`src/rtl/spi_aes_pkg.sv`:
```
// -----------------------------------------------------------------------------
// spi_aes_pkg
// Shared definitions for the SPI-side AES front end.
//   - state_t     : frame-level FSM states
//   - key_size_t  : encodings of the 2-bit key size field
//   - MSG_W       : message / result width in bits
//   - key_bits()  : key length in bits for a size code (illegal code maps to 128)
// -----------------------------------------------------------------------------
package spi_aes_pkg;

  localparam int MSG_W = 128;

  typedef enum logic [1:0] {
    SZ_128 = 2'b00,
    SZ_192 = 2'b01,
    SZ_256 = 2'b10,
    SZ_ILL = 2'b11
  } key_size_t;

  typedef enum logic [2:0] {
    ST_IDLE,
    ST_RX_MSG,
    ST_RX_KEY,
    ST_START,
    ST_WAIT_CORE,
    ST_TX,
    ST_DONE,
    ST_ERR
  } state_t;

  // Key length for a size code. The illegal code never reaches the key
  // receive path, so its return value only has to be a safe constant.
  function automatic logic [8:0] key_bits(input logic [1:0] sz);
    logic [8:0] len;
    case (sz)
      SZ_192:  len = 9'd192;
      SZ_256:  len = 9'd256;
      default: len = 9'd128;
    endcase
    return len;
  endfunction

endpackage

```
`src/rtl/spi_aes_rx_frontend_piso.sv`:
```
// -----------------------------------------------------------------------------
// spi_piso_128
// 128-bit parallel-load, LSB-first shift-out register with a registered
// serial output.
//   clk, reset (sync, active-low), enable (clock enable)
//   load  : capture data; sout shows data[0] from the next cycle
//   shift : advance one bit; sout shows the next more-significant bit
//   data  : parallel input word
//   sout  : registered serial output; returns to 0 on any enabled cycle
//           with neither load nor shift
// -----------------------------------------------------------------------------
module spi_piso_128
  import spi_aes_pkg::*;
(
  input  logic             clk,
  input  logic             reset,
  input  logic             enable,
  input  logic             load,
  input  logic             shift,
  input  logic [MSG_W-1:0] data,
  output logic             sout
);

  // sr holds the bits still to be presented; bit 0 of the word goes straight
  // into sout on load so the first output cycle already carries it.
  logic [MSG_W-1:0] sr;

  always_ff @(posedge clk) begin
    if (!reset) begin
      sr   <= '0;
      sout <= 1'b0;
    end else if (enable) begin
      if (load) begin
        sr   <= {1'b0, data[MSG_W-1:1]};
        sout <= data[0];
      end else if (shift) begin
        sr   <= {1'b0, sr[MSG_W-1:1]};
        sout <= sr[0];
      end else begin
        sout <= 1'b0;
      end
    end
  end

endmodule

```
`src/rtl/spi_aes_rx_frontend.sv`:
```
// -----------------------------------------------------------------------------
// spi_aes_rx_frontend
// Serial front end for the AES core, running on the SPI bit clock (one bit per
// enabled clk cycle). While cs is low it receives a 128-bit message and then a
// 128/192/256-bit key LSB first on mosi, pulses core_start, waits for
// core_done and shifts the 128-bit result out LSB first on miso.
//
// Ports
//   clk, reset (sync, active-low, wins over enable), enable (clock enable)
//   cs (active-low chip select), mosi (serial in), size (key size code)
//   miso (registered serial out)
//   core_start, core_msg, core_key (left-aligned), core_size -> AES core
//   core_done, core_result                                   <- AES core
//   busy, frame_done, err                                    status
//
// Core handshake: core_start is high for the single START cycle; afterwards
// the first WAIT_CORE cycle with core_done=1 captures core_result, which is
// only sampled in that cycle. core_done may be a pulse or a level.
//
// The FSM state is kept in the 'state' signal (type state_t) for observation.
// -----------------------------------------------------------------------------
module spi_aes_rx_frontend #(
  parameter int MSG_W     = 128,
  parameter int KEY_MAX_W = 256
) (
  input  logic                 clk,
  input  logic                 reset,
  input  logic                 enable,
  input  logic                 cs,
  input  logic                 mosi,
  input  logic [1:0]           size,
  output logic                 miso,
  output logic                 core_start,
  output logic [MSG_W-1:0]     core_msg,
  output logic [KEY_MAX_W-1:0] core_key,
  output logic [1:0]           core_size,
  input  logic                 core_done,
  input  logic [MSG_W-1:0]     core_result,
  output logic                 busy,
  output logic                 frame_done,
  output logic                 err
);

  import spi_aes_pkg::*;

  localparam int MSG_IDX_W = $clog2(MSG_W);
  localparam int KEY_IDX_W = $clog2(KEY_MAX_W);

  state_t state, state_d;

  // Bit counter: message bit, key bit or TX bit index depending on state.
  logic [8:0] cnt;

  logic start_frame;
  logic cnt_clr;
  logic cnt_inc;
  logic msg_wr;
  logic key_wr;
  logic piso_load;
  logic piso_shift;

  logic [8:0]           key_len;
  logic [KEY_IDX_W-1:0] key_idx;
  logic [KEY_MAX_W-1:0] key_keep;

  assign key_len = key_bits(core_size);

  // Key bit k lands at KEY_MAX_W-K+k so the key ends up left-aligned.
  assign key_idx = KEY_IDX_W'(9'(KEY_MAX_W) - key_len + cnt);

  // Bits below KEY_MAX_W-K are cleared when a frame starts; the rest are
  // overwritten by the incoming key anyway.
  assign key_keep = {KEY_MAX_W{1'b1}} << (9'(KEY_MAX_W) - key_bits(size));

  // ---------------------------------------------------------------------------
  // FSM state register
  // ---------------------------------------------------------------------------
  always_ff @(posedge clk) begin
    if (!reset) begin
      state <= ST_IDLE;
    end else if (enable) begin
      state <= state_d;
    end
  end

  // ---------------------------------------------------------------------------
  // FSM next state and controls
  // ---------------------------------------------------------------------------
  always_comb begin
    state_d     = state;
    start_frame = 1'b0;
    cnt_clr     = 1'b0;
    cnt_inc     = 1'b0;
    msg_wr      = 1'b0;
    key_wr      = 1'b0;
    piso_load   = 1'b0;
    piso_shift  = 1'b0;
    core_start  = 1'b0;
    busy        = 1'b0;
    frame_done  = 1'b0;
    err         = 1'b0;

    case (state)
      ST_IDLE: begin
        if (!cs) begin
          start_frame = 1'b1;
          if (size == SZ_ILL) begin
            state_d = ST_ERR;
          end else begin
            // This cycle's mosi is already message bit 0.
            msg_wr  = 1'b1;
            cnt_inc = 1'b1;
            state_d = ST_RX_MSG;
          end
        end
      end

      ST_RX_MSG: begin
        busy = 1'b1;
        if (cs) begin
          cnt_clr = 1'b1;
          state_d = ST_IDLE;
        end else begin
          msg_wr = 1'b1;
          if (cnt == 9'(MSG_W - 1)) begin
            cnt_clr = 1'b1;
            state_d = ST_RX_KEY;
          end else begin
            cnt_inc = 1'b1;
          end
        end
      end

      ST_RX_KEY: begin
        busy = 1'b1;
        if (cs) begin
          cnt_clr = 1'b1;
          state_d = ST_IDLE;
        end else begin
          key_wr = 1'b1;
          if (cnt == key_len - 9'd1) begin
            cnt_clr = 1'b1;
            state_d = ST_START;
          end else begin
            cnt_inc = 1'b1;
          end
        end
      end

      ST_START: begin
        // The pulse is tied to the state, so an abort here still issues it.
        busy       = 1'b1;
        core_start = 1'b1;
        state_d    = cs ? ST_IDLE : ST_WAIT_CORE;
      end

      ST_WAIT_CORE: begin
        busy = 1'b1;
        if (cs) begin
          cnt_clr = 1'b1;
          state_d = ST_IDLE;
        end else if (core_done) begin
          piso_load = 1'b1;
          state_d   = ST_TX;
        end
      end

      ST_TX: begin
        busy = 1'b1;
        if (cs) begin
          cnt_clr = 1'b1;
          state_d = ST_IDLE;
        end else if (cnt == 9'(MSG_W - 1)) begin
          // No shift on the last bit: miso drops back to 0 in DONE.
          cnt_clr = 1'b1;
          state_d = ST_DONE;
        end else begin
          piso_shift = 1'b1;
          cnt_inc    = 1'b1;
        end
      end

      ST_DONE: begin
        frame_done = 1'b1;
        if (cs) begin
          state_d = ST_IDLE;
        end
      end

      ST_ERR: begin
        err = 1'b1;
        if (cs) begin
          state_d = ST_IDLE;
        end
      end

      default: begin
        state_d = ST_IDLE;
      end
    endcase
  end

  // ---------------------------------------------------------------------------
  // Counter and receive registers
  // ---------------------------------------------------------------------------
  always_ff @(posedge clk) begin
    if (!reset) begin
      cnt       <= '0;
      core_msg  <= '0;
      core_key  <= '0;
      core_size <= '0;
    end else if (enable) begin
      if (cnt_clr) begin
        cnt <= '0;
      end else if (cnt_inc) begin
        cnt <= cnt + 9'd1;
      end

      if (start_frame) begin
        core_size <= size;
        if (size != SZ_ILL) begin
          core_key <= core_key & key_keep;
        end
      end

      if (msg_wr) begin
        core_msg[cnt[MSG_IDX_W-1:0]] <= mosi;
      end

      if (key_wr) begin
        core_key[key_idx] <= mosi;
      end
    end
  end

  // ---------------------------------------------------------------------------
  // Result serialiser
  // ---------------------------------------------------------------------------
  spi_piso_128 u_piso (
    .clk    (clk),
    .reset  (reset),
    .enable (enable),
    .load   (piso_load),
    .shift  (piso_shift),
    .data   (core_result),
    .sout   (miso)
  );

endmodule
```
`config.mk`:
```
export PLATFORM = sky130hd
export DESIGN_NAME = spi_aes_rx_frontend
export DESIGN_NICKNAME = d
export VERILOG_FILES = /design/src/rtl/spi_aes_pkg.sv /design/src/rtl/spi_aes_rx_frontend_piso.sv /design/src/rtl/spi_aes_rx_frontend.sv
export SDC_FILE = /design/constraint.sdc
export NUM_CORES = 1
export LEC_CHECK = 0
export BUFFER_PORTS_ARGS = -buffer_cell sky130_fd_sc_hd__buf_2
export CELL_PAD_IN_SITES_DETAIL_PLACEMENT = 1
export CELL_PAD_IN_SITES_GLOBAL_PLACEMENT = 1
export CORE_AREA = 3 3 247 249
export CTS_CLUSTER_DIAMETER = 40
export DETAILED_ROUTE_END_ITERATION = 10
export DIE_AREA = 0 0 250 252
export HOLD_SLACK_MARGIN = 0.12
export PLACE_DENSITY_LB_ADDON = 0.1
export SYNTH_ARGS = -nofsm -noshare
export SYNTH_HDL_FRONTEND = slang
export SYNTH_SLANG_ARGS = --single-unit
```
`constraint.sdc`:
```
create_clock -name clk -period 3.2 [get_ports clk]
set_input_delay 0.64 -clock clk [delete_from_list [all_inputs] [get_ports clk]]
set_output_delay 0.64 -clock clk [all_outputs]
set_load 0.05 [all_outputs]
```
==> flow_summary.rst, run 1 <==
.. list-table::
   :header-rows: 1

   * - Metric
     - Value
   * - Final Cycle Share
     - 92.4%
   * - Final Core Density
     - 52.4%
   * - TritonCTS clock tree
     - built
   * - Worst-Skew Late Latency
     - 0.65 ns
   * - Leak Pwr
     - 0.0114 uW
   * - Max Freq
     - 0.338 GHz
   * - Most used cells in the layout excluding fill and tap cells
     - sky130_fd_sc_hd__buf_2 (523), sky130_fd_sc_hd__dfxtp_1 (522), sky130_fd_sc_hd__o21ai_0 (286), sky130_fd_sc_hd__a32o_1 (256), sky130_fd_sc_hd__nand3_1 (201)
   * - Async S/R FF share, synth
     - 0%
   * - Post-synthesis instance total
     - 2774
   * - Post-route setup TNS
     - 0 ns
   * - Maximum number of pins on one net before global-route repair
     - 145
   * - Max-cap check violation count
     - 0
   * - Number of global-route vias before repair
     - 25600
   * - Most common library cell in the layout ignoring fill and taps
     - sky130_fd_sc_hd__buf_2
   * - Detail Route Antenna Nets
     - 0
   * - Hold WC Path Type
     - primary input to flop
   * - Post-synthesis area per instance
     - 8.70 sq um
   * - Initial cell density of the core
     - 40.9%
   * - Non-Filler Instances
     - 4014
   * - Hold Fails Final Rpt
     - 0
   * - Inst Count DP
     - 3841
   * - Fraction of post-synthesis cell area in the top cell type by area
     - 43.7%
   * - Max transition margin
     - 12.9%
   * - Part of the Yosys area used for sequential elements
     - 43.7%
   * - Sequential standard cell area
     - 10500 sq um
   * - Post-Syn Area
     - 24100 sq um
   * - Number of inserted filler cells in the final layout
     - 6813
   * - Clock buffer count from CTS
     - 91
   * - Vert. Die Dim
     - 252 um
   * - Outcome
     - finished, final reports clean
   * - DRC violation count after routing
     - 0
   * - Cell taking the most area after synthesis
     - sky130_fd_sc_hd__dfxtp_1
   * - Mean number of vias per cell
     - 6.29
   * - Worst path setup slack after routing
     - 0.243 ns
   * - R2R Setup Slk
     - 0.24 ns
   * - Post-cts hold buffer count
     - 0
   * - Wire length of the first global-routing pass
     - 157 mm
   * - Number of enable-type register cells in the synthesized netlist
     - 0
   * - Min cycle time layout
     - 2.96 ns
   * - CP arrival
     - 3.53 ns
   * - Net Sw Frac
     - 25.3%
   * - Count of pins on the block boundary
     - 527
   * - Max-slew violation count
     - 0
   * - Power share of the sequential group
     - 35.6%
   * - CTS root buf
     - sky130_fd_sc_hd__clkbuf_16
   * - Total setup buffers inserted after CTS
     - 0
   * - Max clock buf depth
     - 3
   * - Share of power burned in the clock network
     - 57.1%
   * - Post-CTS Resized
     - 0
   * - DPL Wire Length
     - 66.1 mm
   * - Biggest fanout along the worst timing path
     - 33
   * - Worst voltage drop across the vdd grid
     - 0.470 mV
   * - Worst setup timing slack at the placement stage
     - 0.316 ns
   * - Required time worst endpoint
     - 3.77 ns
   * - Total area of multi-input combinational cells
     - 12300 sq um
   * - GP Congestion
     - 0.846
   * - WL final
     - 104 mm
   * - Power density over the cells
     - 603 nW/um^2
   * - Number of detailed-routing iterations run before antenna repair
     - 5
   * - Clk sink count
     - 526
   * - Total internal power
     - 13900 uW
   * - Unrepaired setup endpoints after global routing
     - false
   * - Worst-Margin Slew
     - 1.31 ns
   * - Number of nets produced by synthesis
     - 2923
   * - Die width
     - 250 um
   * - Detail-routed net length per standard cell
     - 25.8 um
   * - Site Rows
     - 89
   * - GR Overflow Total
     - 0
   * - Setup clock skew after layout
     - 0.0303 ns
   * - Most area-consuming cells after synthesis
     - sky130_fd_sc_hd__dfxtp_1 (44%), sky130_fd_sc_hd__a32o_1 (11%), sky130_fd_sc_hd__o21ai_0 (5.9%)
   * - Comb pwr share
     - 7.3%
   * - Launching element type of the critical path
     - flop
   * - Total track usage
     - 31.5%
   * - Quantity of I/O buffers inserted on ports
     - 526
   * - Relative area change from synthesis to final layout
     - 28.0%
   * - Critical Path End Type
     - flop
   * - Vias after detailed routing
     - 25200
   * - Htree depth
     - 3
   * - Classification of the worst setup path
     - flop to flop
   * - Clock slew seen by the registers of the worst setup and hold paths
     - 0.05 ns
   * - Dominant synthesized flop cell
     - sky130_fd_sc_hd__dfxtp_1
   * - Initial detailed-routing violation count
     - 1925
   * - Number of nets in the finished design
     - 3310
   * - Die area
     - 63000 sq um
   * - Antenna violations before repair
     - 9
   * - Psw
     - 4710 uW
   * - Core area
     - 58900 sq um
   * - #FFs+latches synth
     - 526
   * - Fraction of layout cells with a size suffix above 1
     - 25.2%
   * - Warnings, synthesis
     - 0
   * - Final number of setup-violating endpoints
     - 0
   * - Number of distinct standard cells referenced by the synthesized netlist
     - 64
through the flow:
stage,cell area [sq um],power (uW),hold slack (ns)
after floorplan,24100,7570,0.477
after detailed placement,27500,8090,0.470
after global placement,27500,8050,0.457
after CTS,30900,18700,0.311
final,30900,18600,0.338
after global routing,30900,19200,0.329
logic make-up (layout without fill, tap and decap cells):
kind of cell               after synthesis  after routing  synth area share (%)
AOI/OAI and AO/OA                      941            941                  27.9
and+or+nand+nor                        816            816                  16.4
DFF                                    526            526                  43.7
buffers and inverters                  341            802                  5.71
muxes                                  131            131                  5.44
adders and majority gates               13             13                 0.674
xor gates and xnor gates                 6              6                 0.218
other                                    0              6                     0
sequential cells by signal, indices dropped and copies added, names as in the netlist:
signal	count
u_piso.sr	127
cnt	9
core_size	2
core_key	256
u_piso.sout	1
state	3
core_msg	128
area by class of cell:
cell class,count,share of cell area (%)
inverters,13,0.178
well taps,773,3.13
clock inverters,54,2.73
repair buffers,622,11.7
clock buffers,113,8.20
diodes,6,0.0486
multi-input cells,1907,39.9
flip-flops and latches,526,34.1
final timing paths:
check | cells past startpoint | from | endpoint
min | 3 | size[0] | core_size[0]
max reg2reg | 9 | core_size[1] | core_key[22]
min reg2reg | 2 | core_msg[85] | core_msg[85]
max | 9 | core_size[1] | core_key[22]
cells in the mapped netlist (11+ instances only):
cell type / n
sky130_fd_sc_hd__o21ai_0: 286
sky130_fd_sc_hd__ha_1: 13
sky130_fd_sc_hd__nand3_1: 202
sky130_fd_sc_hd__o41ai_1: 20
sky130_fd_sc_hd__nand2_1: 136
sky130_fd_sc_hd__clkbuf_1: 250
sky130_fd_sc_hd__a41o_1: 34
sky130_fd_sc_hd__a32o_1: 256
sky130_fd_sc_hd__o21ai_1: 11
sky130_fd_sc_hd__a21oi_1: 138
sky130_fd_sc_hd__buf_1: 18
sky130_fd_sc_hd__a211oi_1: 128
sky130_fd_sc_hd__nor2_1: 197
sky130_fd_sc_hd__mux2i_1: 131
sky130_fd_sc_hd__dfxtp_1: 526
sky130_fd_sc_hd__o31ai_1: 47
sky130_fd_sc_hd__buf_2: 51
sky130_fd_sc_hd__nor4_1: 20
sky130_fd_sc_hd__inv_1: 11
sky130_fd_sc_hd__nor3_1: 191
power groups by stage:
stage,sequential [uW],clock (uW),combinational [uW]
2_1_floorplan,6750,0,822
3_3_place_gp,6750,0,1300
3_5_place_dp,6760,0,1330
4_1_cts,6620,10800,1340
5_1_grt,6620,11100,1450
6_report,6620,10600,1360
layer usage:
layer  global-route usage [%]  part of all wire [%]  vias up
li1                         -                     -    11400
met1                     40.3                    41    12600
met2                     50.3                    46     1082
met3                     8.17                   8.2      226
met4                     13.6                   4.1        4
met5                        0                 0.021        -
critical path, stage by stage, from the launching register on:
cell	delay [ns]
sky130_fd_sc_hd__dfxtp_1	0.35
sky130_fd_sc_hd__inv_1	0.07
sky130_fd_sc_hd__ha_1	0.17
sky130_fd_sc_hd__inv_1	0.12
sky130_fd_sc_hd__ha_1	0.25
sky130_fd_sc_hd__nor2_1	0.36
sky130_fd_sc_hd__xor2_4	0.17
sky130_fd_sc_hd__nor2_4	0.90
sky130_fd_sc_hd__buf_12	0.32
sky130_fd_sc_hd__a32o_1	0.18
Note: power is estimated with default switching activity, not from simulation.
==> inputs of run 2 (changes only) <==
--- a/config.mk
+++ b/config.mk
@@ -5,13 +5,14 @@
 export SDC_FILE = /design/constraint.sdc
 export NUM_CORES = 1
 export LEC_CHECK = 0
+export ABC_AREA = 1
 export BUFFER_PORTS_ARGS = -buffer_cell sky130_fd_sc_hd__buf_2
 export CELL_PAD_IN_SITES_DETAIL_PLACEMENT = 1
 export CELL_PAD_IN_SITES_GLOBAL_PLACEMENT = 1
-export CORE_AREA = 3 3 247 249
+export CORE_AREA = 3 3 262 264
 export CTS_CLUSTER_DIAMETER = 40
 export DETAILED_ROUTE_END_ITERATION = 10
-export DIE_AREA = 0 0 250 252
+export DIE_AREA = 0 0 265 267
 export HOLD_SLACK_MARGIN = 0.12
 export PLACE_DENSITY_LB_ADDON = 0.1
 export SYNTH_ARGS = -nofsm -noshare
==> run 2 against run 1 <==
Against the previous run: flip-flop and latch count unchanged; combinational power about the same; highest routed layer unchanged; clock skew grew 0.00054 ns; sequential share of layout area decreased by 2.3 points; worst hold slack worse by 0.058 ns; critical path depth shrank 2; non-clock buffer count down 17; via count increased by 11%; utilization decreased by 2.9 points; global-route usage decreased by 2.7 points; synthesized area up 7.4%; final area grew 7.1%.
==> flow_summary.rst, run 2 <==
.. list-table::
   :header-rows: 1

   * - Metric
     - Value
   * - Mean number of vias per cell
     - 5.51 (-12%)
   * - Final number of setup-violating endpoints
     - 0 (unchanged)
   * - Post-Syn Area
     - 25900 sq um (+7.4%)
   * - Quantity of I/O buffers inserted on ports
     - 526 (unchanged)
   * - Post-synthesis instance total
     - 3721 (+34%)
   * - Critical Path End Type
     - primary output
   * - Dominant synthesized flop cell
     - sky130_fd_sc_hd__dfxtp_1
   * - Number of enable-type register cells in the synthesized netlist
     - 0 (unchanged)
   * - Number of global-route vias before repair
     - 27100 (+5.7%)
   * - Max clock buf depth
     - 3 (unchanged)
   * - Max transition margin
     - 29.0% (+16 points)
   * - Max-cap check violation count
     - 0 (unchanged)
   * - CP arrival
     - 2.32 ns (-1.21 ns)
   * - Initial cell density of the core
     - 38.8% (-2.2 points)
   * - Classification of the worst setup path
     - flop to primary output
   * - CTS root buf
     - sky130_fd_sc_hd__clkbuf_16
   * - Cell taking the most area after synthesis
     - sky130_fd_sc_hd__dfxtp_1
   * - Count of pins on the block boundary
     - 527 (unchanged)
   * - GR Overflow Total
     - 0 (unchanged)
   * - Biggest fanout along the worst timing path
     - 5 (-85%)
   * - Launching element type of the critical path
     - flop
   * - Non-Filler Instances
     - 5071 (+26%)
   * - Worst slack on hold paths
     - 0.280 ns (-0.0582 ns)
   * - Clock slew seen by the registers of the worst setup and hold paths
     - 0.05 ns (about the same)
   * - Number of nets produced by synthesis
     - 3870 (+32%)
   * - WL final
     - 106 mm (+2.2%)
   * - R2R Setup Slk
     - 0.44 ns (+0.20 ns)
   * - List of most frequent post-synthesis cells
     - sky130_fd_sc_hd__nand2_1 (1100), sky130_fd_sc_hd__nand3_1 (660), sky130_fd_sc_hd__dfxtp_1 (526), sky130_fd_sc_hd__a21oi_1 (398), sky130_fd_sc_hd__clkbuf_1 (222)
   * - End of the critical path
     - busy
   * - Unrepaired setup endpoints after global routing
     - false
   * - Leak Pwr
     - 0.0139 uW (+22%)
   * - Max-slew violation count
     - 0 (unchanged)
   * - Top flop regs
     - core_key (256), core_msg (128), u_piso.sr (127)
   * - Total track usage
     - 28.7% (-2.7 points)
   * - Htree depth
     - 3 (unchanged)
   * - Fraction of post-synthesis cell area in the top cell type by area
     - 40.6% (-3.0 points)
   * - Worst-Skew Late Latency
     - 0.65 ns (about the same)
   * - Required time worst endpoint
     - 2.56 ns (-1.21 ns)
   * - Die area
     - 70800 sq um (+12%)
   * - Outcome
     - finished, final reports clean
   * - R2R depth
     - 13 (+4)
   * - Clk sink count
     - 526 (unchanged)
   * - Source of the critical timing path
     - state[0]
   * - Worst setup timing slack at the placement stage
     - 0.441 ns (+0.125 ns)
   * - Async S/R FF share, synth
     - 0% (unchanged)
   * - Number of distinct standard cells referenced by the synthesized netlist
     - 35 (-45%)
   * - Die width
     - 265 um (+6.0%)
   * - Vias after detailed routing
     - 27900 (+11%)
   * - Most area-consuming cells after synthesis
     - sky130_fd_sc_hd__dfxtp_1 (41%), sky130_fd_sc_hd__nand2_1 (16%), sky130_fd_sc_hd__nand3_1 (13%)
   * - TritonCTS clock tree
     - built
   * - Total setup buffers inserted after CTS
     - 0 (unchanged)
   * - #FFs+latches synth
     - 526 (unchanged)
   * - Number of inserted filler cells in the final layout
     - 8507 (+25%)
   * - Most used cells in the layout excluding fill and tap cells
     - sky130_fd_sc_hd__nand2_1 (1098), sky130_fd_sc_hd__nand3_1 (659), sky130_fd_sc_hd__dfxtp_1 (526), sky130_fd_sc_hd__buf_2 (524), sky130_fd_sc_hd__a21oi_1 (397)
   * - Post-synthesis area per instance
     - 6.96 sq um (-20%)
   * - Detail Route Antenna Nets
     - 0 (unchanged)
   * - Fraction of layout cells with a size suffix above 1
     - 21.8% (-3.4 points)
   * - Power density over the cells
     - 607 nW/um^2 (+0.62%)
   * - Number of flip-flops in the largest register
     - 256 (unchanged)
   * - Warnings, synthesis
     - 0 (unchanged)
   * - Worst path setup slack after routing
     - 0.239 ns (-0.00480 ns)
   * - Number of nets in the finished design
     - 4254 (+29%)
   * - Initial detailed-routing violation count
     - 2198 (+14%)
   * - Hold WC Path Type
     - primary input to flop
   * - Final Cycle Share
     - 92.5% (+0.15 points)
   * - Worst-Margin Slew
     - 1.07 ns (-0.241 ns)
   * - Startpoint of the most critical register-to-register path
     - core_size[1]
   * - Antenna violations before repair
     - 11 (+2)
   * - Min cycle time layout
     - 2.96 ns (+0.00480 ns)
   * - Vert. Die Dim
     - 267 um (+6.0%)
   * - Post-route setup TNS
     - 0 ns (unchanged)
   * - Most common library cell in the layout ignoring fill and taps
     - sky130_fd_sc_hd__nand2_1
   * - Relative area change from synthesis to final layout
     - 27.7%
   * - Max Freq
     - 0.338 GHz (-0.16%)
   * - Wire length of the first global-routing pass
     - 162 mm (+2.8%)
   * - DRC violation count after routing
     - 0 (unchanged)
   * - Core area
     - 66800 sq um (+13%)
   * - Worst voltage drop across the vdd grid
     - 0.426 mV (-9.2%)
   * - Number of detailed-routing iterations run before antenna repair
     - 8 (+3)
   * - Detail-routed net length per standard cell
     - 20.9 um (-19%)
   * - Final Core Density
     - 49.5% (-2.9 points)
   * - Hold Fails Final Rpt
     - 0 (unchanged)
   * - DPL Wire Length
     - 68.1 mm (+3.0%)
   * - Clock buffer count from CTS
     - 103 (+13%)
   * - Capture point of the worst reg-to-reg path
     - core_key[65]
   * - Maximum number of pins on one net before global-route repair
     - 169 (+17%)
   * - Setup clock skew after layout
     - 0.0308 ns (+0.000539 ns)
   * - Site Rows
     - 95 (+6.7%)
   * - GP Congestion
     - 0.805 (-4.9%)
   * - Part of the Yosys area used for sequential elements
     - 40.6% (-3.0 points)
   * - Inst Count DP
     - 4873 (+27%)
   * - Top-count cell post-synth
     - sky130_fd_sc_hd__nand2_1
   * - Register bank with the most flops
     - core_key
-- run 2: cell types whose count changed in the layout (fill, tap and decap cells not counted), moves of 118 or more --
| cell | before | now |
|---|---|---|
| sky130_fd_sc_hd__a211oi_1 | 127 | 0 |
| sky130_fd_sc_hd__a21oi_1 | 138 | 397 |
| sky130_fd_sc_hd__a32o_1 | 256 | 0 |
| sky130_fd_sc_hd__mux2i_1 | 131 | 0 |
| sky130_fd_sc_hd__nand2_1 | 136 | 1098 |
| sky130_fd_sc_hd__nand3_1 | 201 | 659 |
| sky130_fd_sc_hd__nor3_1 | 190 | 5 |
| sky130_fd_sc_hd__o211a_1 | 1 | 126 |
| sky130_fd_sc_hd__o21ai_0 | 286 | 168 |
-- run 2: worst min path at each step --
| stage | startpoint | endpoint | slack, ns | depth (start not counted) |
|---|---|---|---|---|
| 2_1_floorplan | u_piso.sr[126] | u_piso.sr[126] | 0.45 | 2 |
| 3_3_place_gp | core_msg[71] | core_msg[71] | 0.44 | 2 |
| 3_5_place_dp | core_msg[1] | core_msg[1] | 0.45 | 1 |
| 4_1_cts | core_result[0] | u_piso.sout | 0.24 | 3 |
| 5_1_grt | core_result[127] | u_piso.sr[126] | 0.28 | 3 |
| 6_report | core_result[127] | u_piso.sr[126] | 0.28 | 3 |
-- run 2: cell families after synthesis --
group / after synthesis / share of synthesized area, %
compound gates: 790 / 18.4
xor+xnor: 9 / 0.304
fa+ha+maj: 13 / 0.628
buf+inv: 389 / 6.34
flops: 526 / 40.6
simple gates: 1994 / 33.7
-- run 2: layout make-up --
cell class | count | area [sq um] | share of cell area, %
Inverter | 63 | 260 | 0.787
Clock buffer | 125 | 2820 | 8.53
Multi-Input combinational cell | 2806 | 13800 | 41.7
Antenna cell | 3 | 7.51 | 0.0227
Tap cell | 873 | 1090 | 3.30
Clock inverter | 70 | 1060 | 3.20
Sequential cell | 526 | 10500 | 31.8
Timing Repair Buffer | 605 | 3520 | 10.6
-- run 2: worst max-delay path, cell delays in order (launching register included) --
cell,delay [ns]
sky130_fd_sc_hd__dfxtp_1,0.48
sky130_fd_sc_hd__inv_2,0.13
sky130_fd_sc_hd__a21oi_1,0.27
sky130_fd_sc_hd__inv_1,0.07
sky130_fd_sc_hd__nand2_1,0.10
sky130_fd_sc_hd__nand2_1,0.07
sky130_fd_sc_hd__or2_2,0.31
sky130_fd_sc_hd__buf_2,0.25
-- run 2: stage by stage --
| stage | cell area, sq um | total power [uW] |
|---|---|---|
| 6_report | 33100 | 20100 |
| 5_1_grt | 33100 | 20700 |
| 2_1_floorplan | 25900 | 7740 |
| 3_5_place_dp | 29200 | 8230 |
| 3_3_place_gp | 29200 | 8220 |
| 4_1_cts | 33100 | 20300 |
-- run 2: report_power, final --
| group | total, uW | internal (uW) | switching, uW |
|---|---|---|---|
| sequential | 6720 | 6650 | 64.6 |
| clock | 12000 | 8080 | 3880 |
| combinational | 1390 | 359 | 1030 |
-- run 2: what timing repair did --
action / in CTS / in global routing
gates resized for setup: 0 / 1
hold endpoints to repair: 0 / 0
endpoints found under the setup margin: 0 / 2
hold buffers: 0 / 0
-- run 2: layer usage --
layer / up-vias / GRT usage (%) / wire, um
met5: - / 0 / 122
met4: 14 / 11.0 / 3830
met3: 206 / 6.31 / 7030
met2: 794 / 47.0 / 49500
met1: 13600 / 37.2 / 45300
li1: 13300 / - / -
